`config.mk`:
```
export PLATFORM = sky130hd
export DESIGN_NAME = alu_issue_queue_flat
export DESIGN_NICKNAME = d
export VERILOG_FILES = /design/src/rtl/alu_issue_queue_if.sv /design/src/rtl/alu_issue_queue.sv /design/src/flat_wrapper.sv
export SDC_FILE = /design/constraint.sdc
export NUM_CORES = 2
export LEC_CHECK = 0
export ABC_AREA = 1
export CORE_UTILIZATION = 30
export DETAILED_ROUTE_END_ITERATION = 7
export PLACE_DENSITY_LB_ADDON = 0.2
export SETUP_SLACK_MARGIN = 0.15
export SKIP_LAST_GASP = 1
export SYNTH_ARGS = -nofsm -noshare
export SYNTH_HDL_FRONTEND = slang
export SYNTH_SLANG_ARGS = --single-unit
```
`constraint.sdc`:
```
create_clock -name clk -period 3.7 [get_ports clk]
set_clock_uncertainty 0.15 [all_clocks]
set_input_delay 0.925 -clock clk [delete_from_list [all_inputs] [get_ports clk]]
set_output_delay 0.925 -clock clk [all_outputs]
set_load 0.02 [all_outputs]
```
`src/rtl/alu_issue_queue_if.sv`:
```
// alu_issue_queue_if: dispatch, CDB, ALU-busy and issue bundle for alu_issue_queue.
//   master : dispatch stage / CDB / ALU side (drives disp_*, cdb_*, alu_busy)
//   slave  : the issue queue (drives disp_ready, issue_*, count)
// Signals:
//   disp_valid/disp_ready          dispatch handshake
//   disp_optype/dr/src*/imm        micro-op being dispatched
//   cdb_valid/cdb_tag/cdb_data     result broadcast
//   alu_busy[NUM_ALU]              per-ALU busy, bit i = ALU i cannot accept
//   issue_alu_number (one-hot)     target ALU of the issued op, 0 = no issue
//   issue_optype/sr1/sr2/imm/dr    issued op payload (registered)
//   count                          occupied entries
interface alu_issue_queue_if #(
  parameter int DEPTH   = 8,
  parameter int NUM_ALU = 3,
  parameter int TAG_W   = 6,
  parameter int DATA_W  = 32
);
  localparam int CNT_W = $clog2(DEPTH + 1);

  logic                disp_valid;
  logic                disp_ready;
  logic [3:0]          disp_optype;
  logic [TAG_W-1:0]    disp_dr;
  logic [TAG_W-1:0]    disp_src1_tag;
  logic [TAG_W-1:0]    disp_src2_tag;
  logic                disp_src1_rdy;
  logic                disp_src2_rdy;
  logic [DATA_W-1:0]   disp_src1_data;
  logic [DATA_W-1:0]   disp_src2_data;
  logic [DATA_W-1:0]   disp_imm;

  logic                cdb_valid;
  logic [TAG_W-1:0]    cdb_tag;
  logic [DATA_W-1:0]   cdb_data;

  logic [NUM_ALU-1:0]  alu_busy;

  logic [NUM_ALU-1:0]  issue_alu_number;
  logic [3:0]          issue_optype;
  logic [DATA_W-1:0]   issue_sr1;
  logic [DATA_W-1:0]   issue_sr2;
  logic [DATA_W-1:0]   issue_imm;
  logic [TAG_W-1:0]    issue_dr;
  logic [CNT_W-1:0]    count;

  modport master (
    output disp_valid, disp_optype, disp_dr, disp_src1_tag, disp_src2_tag,
           disp_src1_rdy, disp_src2_rdy, disp_src1_data, disp_src2_data, disp_imm,
           cdb_valid, cdb_tag, cdb_data, alu_busy,
    input  disp_ready, issue_alu_number, issue_optype, issue_sr1, issue_sr2,
           issue_imm, issue_dr, count
  );

  modport slave (
    input  disp_valid, disp_optype, disp_dr, disp_src1_tag, disp_src2_tag,
           disp_src1_rdy, disp_src2_rdy, disp_src1_data, disp_src2_data, disp_imm,
           cdb_valid, cdb_tag, cdb_data, alu_busy,
    output disp_ready, issue_alu_number, issue_optype, issue_sr1, issue_sr2,
           issue_imm, issue_dr, count
  );
endinterface

```
`src/rtl/alu_issue_queue.sv`:
```
// alu_issue_queue: compacted, oldest-first issue queue in front of the ALU bank.
// Holds dispatched micro-ops until their needed sources are ready, captures
// operands from the CDB (including same-cycle dispatch bypass) and issues at
// most one op per cycle to the lowest-numbered free ALU.
// Ports:
//   clk  : clock, all state on rising edge
//   rst  : synchronous active-high reset
//   bus  : alu_issue_queue_if.slave (dispatch, CDB, alu_busy, issue outputs, count)
module alu_issue_queue #(
  parameter int DEPTH   = 8,
  parameter int NUM_ALU = 3,
  parameter int TAG_W   = 6,
  parameter int DATA_W  = 32
) (
  input  logic               clk,
  input  logic               rst,
  alu_issue_queue_if.slave   bus
);
  localparam int CNT_W = $clog2(DEPTH + 1);

  typedef struct packed {
    logic              valid;
    logic [3:0]        optype;
    logic [TAG_W-1:0]  dr;
    logic              s1_rdy;
    logic [TAG_W-1:0]  s1_tag;
    logic [DATA_W-1:0] s1_data;
    logic              s2_rdy;
    logic [TAG_W-1:0]  s2_tag;
    logic [DATA_W-1:0] s2_data;
    logic [DATA_W-1:0] imm;
  } entry_t;

  entry_t             r_q    [DEPTH];
  entry_t             w_wake [DEPTH];
  entry_t             w_nxt  [DEPTH];
  entry_t             w_new;
  logic [CNT_W-1:0]   r_count;

  logic [NUM_ALU-1:0] r_issue_alu;
  logic [3:0]         r_issue_optype;
  logic [DATA_W-1:0]  r_issue_sr1;
  logic [DATA_W-1:0]  r_issue_sr2;
  logic [DATA_W-1:0]  r_issue_imm;
  logic [TAG_W-1:0]   r_issue_dr;

  logic               w_sel_found;
  logic [CNT_W-1:0]   w_sel_idx;
  logic [3:0]         w_sel_optype;
  logic [TAG_W-1:0]   w_sel_dr;
  logic [DATA_W-1:0]  w_sel_sr1;
  logic [DATA_W-1:0]  w_sel_sr2;
  logic [DATA_W-1:0]  w_sel_imm;
  logic               w_alu_found;
  logic [NUM_ALU-1:0] w_alu_oh;
  logic               w_issue;
  logic               w_disp_ready;
  logic               w_disp_legal;
  logic               w_accept;
  logic [CNT_W-1:0]   w_wr_idx;

  // LUI ignores src1; only ADD, XOR, SB, SW read src2. Unneeded sources count as ready.
  function automatic logic f_elig(input logic valid, input logic [3:0] op,
                                  input logic rdy1, input logic rdy2);
    logic need1;
    logic need2;
    need1 = (op != 4'd3);
    need2 = (op == 4'd1) || (op == 4'd5) || (op == 4'd9) || (op == 4'd10);
    return valid && (!need1 || rdy1) && (!need2 || rdy2);
  endfunction

  // Select on start-of-cycle ready bits only, so a CDB wakeup never issues in the same cycle.
  always_comb begin
    w_sel_found  = 1'b0;
    w_sel_idx    = '0;
    w_sel_optype = '0;
    w_sel_dr     = '0;
    w_sel_sr1    = '0;
    w_sel_sr2    = '0;
    w_sel_imm    = '0;
    for (int unsigned i = 0; i < DEPTH; i++) begin
      if (!w_sel_found && f_elig(r_q[i].valid, r_q[i].optype, r_q[i].s1_rdy, r_q[i].s2_rdy)) begin
        w_sel_found  = 1'b1;
        w_sel_idx    = CNT_W'(i);
        w_sel_optype = r_q[i].optype;
        w_sel_dr     = r_q[i].dr;
        w_sel_sr1    = r_q[i].s1_data;
        w_sel_sr2    = r_q[i].s2_data;
        w_sel_imm    = r_q[i].imm;
      end
    end
  end

  always_comb begin
    w_alu_oh    = '0;
    w_alu_found = 1'b0;
    for (int unsigned i = 0; i < NUM_ALU; i++) begin
      if (!w_alu_found && !bus.alu_busy[i]) begin
        w_alu_oh[i] = 1'b1;
        w_alu_found = 1'b1;
      end
    end
  end

  assign w_issue      = w_sel_found && w_alu_found;
  assign w_disp_ready = (r_count < CNT_W'(DEPTH)) && !rst;
  assign w_disp_legal = (bus.disp_optype != 4'd0) && (bus.disp_optype <= 4'd10);
  assign w_accept     = bus.disp_valid && w_disp_ready && w_disp_legal;
  assign w_wr_idx     = w_issue ? (r_count - CNT_W'(1)) : r_count;

  // Incoming entry, with CDB bypass for sources that are not yet ready.
  always_comb begin
    w_new         = '0;
    w_new.valid   = 1'b1;
    w_new.optype  = bus.disp_optype;
    w_new.dr      = bus.disp_dr;
    w_new.s1_rdy  = bus.disp_src1_rdy;
    w_new.s1_tag  = bus.disp_src1_tag;
    w_new.s1_data = bus.disp_src1_data;
    w_new.s2_rdy  = bus.disp_src2_rdy;
    w_new.s2_tag  = bus.disp_src2_tag;
    w_new.s2_data = bus.disp_src2_data;
    w_new.imm     = bus.disp_imm;
    if (bus.cdb_valid && !bus.disp_src1_rdy && (bus.disp_src1_tag == bus.cdb_tag)) begin
      w_new.s1_rdy  = 1'b1;
      w_new.s1_data = bus.cdb_data;
    end
    if (bus.cdb_valid && !bus.disp_src2_rdy && (bus.disp_src2_tag == bus.cdb_tag)) begin
      w_new.s2_rdy  = 1'b1;
      w_new.s2_data = bus.cdb_data;
    end
  end

  // Next queue image: wakeup, then compaction over the issued slot, then dispatch write.
  always_comb begin
    for (int unsigned i = 0; i < DEPTH; i++) begin
      w_wake[i] = r_q[i];
      if (bus.cdb_valid && r_q[i].valid) begin
        if (!r_q[i].s1_rdy && (r_q[i].s1_tag == bus.cdb_tag)) begin
          w_wake[i].s1_rdy  = 1'b1;
          w_wake[i].s1_data = bus.cdb_data;
        end
        if (!r_q[i].s2_rdy && (r_q[i].s2_tag == bus.cdb_tag)) begin
          w_wake[i].s2_rdy  = 1'b1;
          w_wake[i].s2_data = bus.cdb_data;
        end
      end
    end
    for (int unsigned i = 0; i < DEPTH - 1; i++) begin
      if (w_issue && (CNT_W'(i) >= w_sel_idx)) begin
        w_nxt[i] = w_wake[i + 1];
      end else begin
        w_nxt[i] = w_wake[i];
      end
    end
    if (w_issue) begin
      w_nxt[DEPTH-1] = '0;
    end else begin
      w_nxt[DEPTH-1] = w_wake[DEPTH-1];
    end
    for (int unsigned i = 0; i < DEPTH; i++) begin
      if (w_accept && (CNT_W'(i) == w_wr_idx)) begin
        w_nxt[i] = w_new;
      end
    end
  end

  always_ff @(posedge clk) begin
    if (rst) begin
      for (int unsigned i = 0; i < DEPTH; i++) begin
        r_q[i] <= '0;
      end
      r_count        <= '0;
      r_issue_alu    <= '0;
      r_issue_optype <= '0;
      r_issue_sr1    <= '0;
      r_issue_sr2    <= '0;
      r_issue_imm    <= '0;
      r_issue_dr     <= '0;
    end else begin
      for (int unsigned i = 0; i < DEPTH; i++) begin
        r_q[i] <= w_nxt[i];
      end
      case ({w_accept, w_issue})
        2'b10:   r_count <= r_count + CNT_W'(1);
        2'b01:   r_count <= r_count - CNT_W'(1);
        default: r_count <= r_count;
      endcase
      if (w_issue) begin
        r_issue_alu    <= w_alu_oh;
        r_issue_optype <= w_sel_optype;
        r_issue_sr1    <= w_sel_sr1;
        r_issue_sr2    <= w_sel_sr2;
        r_issue_imm    <= w_sel_imm;
        r_issue_dr     <= w_sel_dr;
      end else begin
        r_issue_alu    <= '0;
      end
    end
  end

  assign bus.disp_ready       = w_disp_ready;
  assign bus.issue_alu_number = r_issue_alu;
  assign bus.issue_optype     = r_issue_optype;
  assign bus.issue_sr1        = r_issue_sr1;
  assign bus.issue_sr2        = r_issue_sr2;
  assign bus.issue_imm        = r_issue_imm;
  assign bus.issue_dr         = r_issue_dr;
  assign bus.count            = r_count;
endmodule

```
`src/flat_wrapper.sv`:
```
// flat-port wrapper written by rule: the top's interface ports become plain ports
module alu_issue_queue_flat 
#(
  parameter int DEPTH   = 8,
  parameter int NUM_ALU = 3,
  parameter int TAG_W   = 6,
  parameter int DATA_W  = 32
)
  (clk, rst, bus_disp_valid, bus_disp_optype, bus_disp_dr, bus_disp_src1_tag, bus_disp_src2_tag, bus_disp_src1_rdy, bus_disp_src2_rdy, bus_disp_src1_data, bus_disp_src2_data, bus_disp_imm, bus_cdb_valid, bus_cdb_tag, bus_cdb_data, bus_alu_busy, bus_disp_ready, bus_issue_alu_number, bus_issue_optype, bus_issue_sr1, bus_issue_sr2, bus_issue_imm, bus_issue_dr, bus_count);
  alu_issue_queue_if #(.DEPTH(DEPTH), .NUM_ALU(NUM_ALU), .TAG_W(TAG_W), .DATA_W(DATA_W)) bus_i ();
  input  logic clk;
  input  logic rst;
  input wire logic [$bits(bus_i.disp_valid)-1:0] bus_disp_valid;
  input wire logic [$bits(bus_i.disp_optype)-1:0] bus_disp_optype;
  input wire logic [$bits(bus_i.disp_dr)-1:0] bus_disp_dr;
  input wire logic [$bits(bus_i.disp_src1_tag)-1:0] bus_disp_src1_tag;
  input wire logic [$bits(bus_i.disp_src2_tag)-1:0] bus_disp_src2_tag;
  input wire logic [$bits(bus_i.disp_src1_rdy)-1:0] bus_disp_src1_rdy;
  input wire logic [$bits(bus_i.disp_src2_rdy)-1:0] bus_disp_src2_rdy;
  input wire logic [$bits(bus_i.disp_src1_data)-1:0] bus_disp_src1_data;
  input wire logic [$bits(bus_i.disp_src2_data)-1:0] bus_disp_src2_data;
  input wire logic [$bits(bus_i.disp_imm)-1:0] bus_disp_imm;
  input wire logic [$bits(bus_i.cdb_valid)-1:0] bus_cdb_valid;
  input wire logic [$bits(bus_i.cdb_tag)-1:0] bus_cdb_tag;
  input wire logic [$bits(bus_i.cdb_data)-1:0] bus_cdb_data;
  input wire logic [$bits(bus_i.alu_busy)-1:0] bus_alu_busy;
  output wire logic [$bits(bus_i.disp_ready)-1:0] bus_disp_ready;
  output wire logic [$bits(bus_i.issue_alu_number)-1:0] bus_issue_alu_number;
  output wire logic [$bits(bus_i.issue_optype)-1:0] bus_issue_optype;
  output wire logic [$bits(bus_i.issue_sr1)-1:0] bus_issue_sr1;
  output wire logic [$bits(bus_i.issue_sr2)-1:0] bus_issue_sr2;
  output wire logic [$bits(bus_i.issue_imm)-1:0] bus_issue_imm;
  output wire logic [$bits(bus_i.issue_dr)-1:0] bus_issue_dr;
  output wire logic [$bits(bus_i.count)-1:0] bus_count;
  assign bus_i.disp_valid = bus_disp_valid;
  assign bus_i.disp_optype = bus_disp_optype;
  assign bus_i.disp_dr = bus_disp_dr;
  assign bus_i.disp_src1_tag = bus_disp_src1_tag;
  assign bus_i.disp_src2_tag = bus_disp_src2_tag;
  assign bus_i.disp_src1_rdy = bus_disp_src1_rdy;
  assign bus_i.disp_src2_rdy = bus_disp_src2_rdy;
  assign bus_i.disp_src1_data = bus_disp_src1_data;
  assign bus_i.disp_src2_data = bus_disp_src2_data;
  assign bus_i.disp_imm = bus_disp_imm;
  assign bus_i.cdb_valid = bus_cdb_valid;
  assign bus_i.cdb_tag = bus_cdb_tag;
  assign bus_i.cdb_data = bus_cdb_data;
  assign bus_i.alu_busy = bus_alu_busy;
  assign bus_disp_ready = bus_i.disp_ready;
  assign bus_issue_alu_number = bus_i.issue_alu_number;
  assign bus_issue_optype = bus_i.issue_optype;
  assign bus_issue_sr1 = bus_i.issue_sr1;
  assign bus_issue_sr2 = bus_i.issue_sr2;
  assign bus_issue_imm = bus_i.issue_imm;
  assign bus_issue_dr = bus_i.issue_dr;
  assign bus_count = bus_i.count;
  alu_issue_queue #(.DEPTH(DEPTH), .NUM_ALU(NUM_ALU), .TAG_W(TAG_W), .DATA_W(DATA_W)) u_core (.clk(clk), .rst(rst), .bus(bus_i));
endmodule
```
* Yosys cells after proc, flatten, opt, wreduce, memory -nomap -nowiden
Memories as Yosys holds them, arrays and structs flattened.
Cells that the tools add are included.
** Operators by class
- Add/subtract/negate cells :: 2
- Bitwise logic cells :: 9
- Muxes and demuxes :: 149
- Reductions and logical operators :: 162
- Eq/ne operators :: 67
- Order comparisons :: 9
** Operator list (count)
- 121-bit 2-to-1 mux :: 24
- 32-bit 2-to-1 mux :: 50
- 33-bit 2-to-1 mux :: 8
- 6-bit == test :: 18
- 1-bit logical AND :: 73
- 4-bit == test, second input constant :: 16
- 6-bit 2-to-1 mux :: 8
- 1-bit zero test :: 45
- 1-bit 2-to-1 mux :: 43
- 1-bit logical OR :: 40
- 4-bit 2-to-1 mux :: 9
- 4-bit by 1-bit == test with 1-bit output, second input constant :: 8
- 4-bit by 3-bit == test with 1-bit output, second input constant :: 8
- 4-bit by 2-bit != test with 1-bit output, second input constant :: 8
- 3-bit by 4-bit == test with 1-bit output, first input constant :: 4
- 3-bit 2-to-1 mux :: 4
- 3-bit greater-or-equal comparator, first input constant :: 3
- 2-bit by 4-bit == test with 1-bit output, first input constant :: 2
- 1-bit OR :: 8
- 4-bit case mux with 2 select lines :: 1
- 1-bit by 3-bit greater-or-equal comparator with 1-bit output, first input constant :: 2
- 2-bit by 3-bit greater-or-equal comparator with 1-bit output, first input constant :: 2
- 4-bit by 1-bit adder with 4-bit output, second input constant :: 1
- 1-bit by 4-bit == test with 1-bit output, first input constant :: 1
- other kinds (11) :: 12
** Word-level totals
- Logic and storage cells :: 406
- Output and inout bits :: 114
- Memory bits (writable) :: 968
- Memories :: 1
- Input bits :: 165
- Flip-flop bits (word level) :: 113
** Memories
- u_core.r_q :: words 8, width 121, read ports 8, clocked after Yosys merged registers in 0, write ports 8, RTL line alu_issue_queue.sv:34 : entry_t r_q [DEPTH];

* Depth between registers and ports, before layout
An unclocked memory read counts as a cell.
- Word-level depth :: 36
- Gate-level depth with buffers :: 22
- Mapped depth without buffers :: 20

* Least setup slack after synthesis
No wires, ideal clock.
- Path kind :: input-to-reg
- Start :: input bus_cdb_tag[1]
- End :: memory u_core.r_q[0][334] (netlist bit)
- Data required time :: 3.434 ns
- Stages :: 13
- Library setup time :: 0.116 ns
- Arrival :: 2.839 ns
- Buffers on the path :: 3
- Path slack :: 0.596 ns
- Path through :: buf_2 buf_2 xor2_1 a211oi_1 o2111ai_1 nor2_1 clkbuf_1 nand2_1 o21a_1 nand2_1 nand2_1 nor2_1 nor2_1
** RTL lines
- start: declaration :: RTL line flat_wrapper.sv:24 : input wire logic [$bits(bus_i.cdb_tag)-1:0] bus_cdb_tag;
- end: declaration :: RTL line alu_issue_queue.sv:34

==> metrics <==
fraction of layout cells with a size suffix above 1=7.835%; worst slack, placed=-0.3926 ns; Critical Path End Type=register; Pins Over Slew Limit=0; synth warn=0; syn_nets=9716; count of final setup violators=0; f_max=295.1 MHz; grt total ovfl=0; total track usage=27.62%; Die ar.=201100 um2; vias in the first global route=63200; final WL=285800 um; Startpoint Class=register; # Post-CTS Setup Buffers=0; I/O pins=279; async set or reset register ratio after synthesis=0%; GP Congestion=0.9051; max-cap violations=0; # port buffers=278; Routed met1 length=122400 um; Worst-Skew Late Latency=0.82 ns; PD cells=386.0 nW/um2; area of placed instances=68410 um2; DR vias=67470; CTS tree=built; post-synthesis sequential area ratio=36.20%; DRC violations left=0; die width=448.4 um; vias per cell=5.455; ys flop type=dfxtp_1; Hold Violations, Final=0; Rows=163; Critical Path RT=4.29 ns; Yosys cell types=50; peak supply drop=0.0003549 V; commonest non-fill, non-tap cell in the layout=nand2_1; Yosys reg bits=1081; fin crit share=91.60%; RSZ-0062 raised after global routing=no; Highest Signal Layer=met5; Avg Synthesized Cell Area=6.261 um2; fin nets=9796; cell area after layout=72730 um2; CP max FO=30; initial antenna violation count=18; largest net degree at the start of global routing=114; CTS Buffer Depth=3; met3 WL=24720 um; CTS HTree Levels=4; first-pass GRT wire length=419500 um; PnR worst setup slack=0.3108 ns; drt wl/cell=23.10 um; Post-synth EDFFs=0; cell leakage power=28.49 nW; Post-Layout Cell Count=12370; worst r2r src=u_core.r_q[0][237]$_SDFFE_PP0P_; crit path from=u_core.r_q[0][237]$_SDFFE_PP0P_; outcome=finished clean; WS Path Type=register to register; area added between synthesis and finish=21.66%; initial core utilization=30.25%; synthesized cell area=59780 um2; First-pass DRT Iterations=6; Slew Limit Headroom=37.93%; Mapped Cells=9548; Total Power=28.08 mW; Slew @ Worst Pin=0.9311 ns; DP HPWL=183000 um; Post-Place Cells=12130; initial DRC count=7592; Die Y-Extent=448.4 um; CTS sink count=1081; clock root cell=clkbuf_16; Hold Crit Start=u_core.r_q[0][786]$_SDFF_PP0_; clock transition at the registers of the reported paths=0.06 ns; met2 wire len=124800 um; min Tclk post-route=3.389 ns; core area=197600 um2; hold crit path type=register to register; antenna-violating nets left=0; WP data arrival=3.98 ns; CTS Buf Count=138; most frequent cells in the layout=2512 x nand2_1, 1471 x o21ai_0, 1363 x nor2_1, 1081 x dfxtp_1, 753 x a21oi_1
[worst max-delay path, cell delays in order (launching register included)]
cell	delay, ns
dfxtp_1	0.34
nand2_1	0.10
inv_1	0.04
nand2_1	0.09
nand2_1	0.06
nand2_1	0.15
nor2_4	0.09
nor2_2	0.14
nand4_2	0.22
nor2_4	0.19
nand3_2	0.19
nand2_8	0.12
nand2_1	0.05
nand2_1	0.18
inv_2	0.07
nor2_2	0.15
buf_4	0.16
nand2_8	0.14
inv_6	0.18
buf_16	0.26
nor2_1	0.08
nor2_1	0.13
[worst paths after layout]
kind              slack [ns]  depth (start not counted)                                     to
hold reg to reg         0.33                          2  u_core.bus.issue_sr2[28]$_SDFFE_PP0N_
setup reg to reg        0.31                         21          u_core.r_q[0][275]$_SDFF_PP0_
hold / removal          0.33                          2  u_core.bus.issue_sr2[28]$_SDFFE_PP0N_
setup / recovery        0.31                         21          u_core.r_q[0][275]$_SDFF_PP0_
[layer usage]
metal  GRT usage (%)  vias to the layer above
li1                -                    31700
met1           36.75                    31780
met2           43.03                     3308
met3           4.943                      659
met4           13.09                       22
met5               0                        -
[kinds of logic (layout without fill, tap and decap cells)]
kind of cell | Yosys count | count (layout) | synth area share [%]
other | 0 | 4 | 0
AOI/OAI and AO/OA | 2746 | 2746 | 24.64
muxes | 88 | 88 | 1.473
and+or+nand+nor | 4340 | 4340 | 28.50
DFF | 1081 | 1081 | 36.20
xor gates and xnor gates | 54 | 54 | 0.7912
buffers and inverters | 1236 | 1413 | 8.332
adders and majority gates | 3 | 3 | 0.06280
[metrics by stage]
stage          utilization, %  hold WS (ns)  TNS [ns]
2_1_floorplan               -        0.3072         0
3_3_place_gp            34.61        0.3148    -62.31
3_5_place_dp            34.61        0.3258    -78.01
4_1_cts                 36.78        0.3379         0
5_1_grt                 36.80        0.3491         0
6_report                36.80        0.3334         0
[repair_timing]
item	CTS	global route
resized for setup	0	7
hold buffers	0	0
endpoints found under the setup margin	0	124
endpoints found under the hold margin	0	0
[power by group]
part	leakage [nW]	switching (mW)	total, mW	internal [mW]
clock	2.11	5.65	13.3	7.64
combinational	17.7	1.83	2.77	0.938
sequential	8.72	0.147	12.0	11.9
[synth_stat cells (15+ instances only)]
master / instances / area share (%)
nor4_1: 18 / 0.19
mux2i_1: 88 / 1.5
inv_1: 381 / 2.4
nand2_1: 2533 / 16
o211ai_1: 58 / 0.73
o21ai_0: 1472 / 12
xnor2_1: 15 / 0.22
dfxtp_1: 1081 / 36
o2111ai_1: 40 / 0.59
o21ai_1: 174 / 1.5
buf_1: 66 / 0.41
a31oi_1: 25 / 0.26
nand3_1: 312 / 2.6
a41oi_1: 63 / 0.92
buf_4: 17 / 0.21
o21a_1: 88 / 1.1
buf_2: 214 / 1.8
nor2_1: 1366 / 8.6
inv_2: 21 / 0.13
a21oi_1: 753 / 6.3
xor2_1: 39 / 0.57
o22ai_1: 27 / 0.28
clkbuf_1: 525 / 3.3
nand4_1: 71 / 0.74
[area by class of cell]
type                    instances  area [um2]
diodes                          4       10.01
clock buffers                 207        4026
clock inverters                30       259.0
fillers                     20890      124900
inverters                     411        1600
multi-input cells            7231       33420
flip-flops and latches       1081       21640
well taps                    2640        3303
repair buffers                765        8469
[state kept, by name (all words and copies together), names as in the netlist]
signal	count
u_core.bus.issue_optype	4
u_core.bus.count	4
u_core.bus.issue_imm	32
u_core.bus.issue_alu_number	3
u_core.bus.issue_sr2	32
u_core.r_q	968
u_core.bus.issue_sr1	32
u_core.bus.issue_dr	6
No activity file was read; power rests on OpenSTA's default activity.
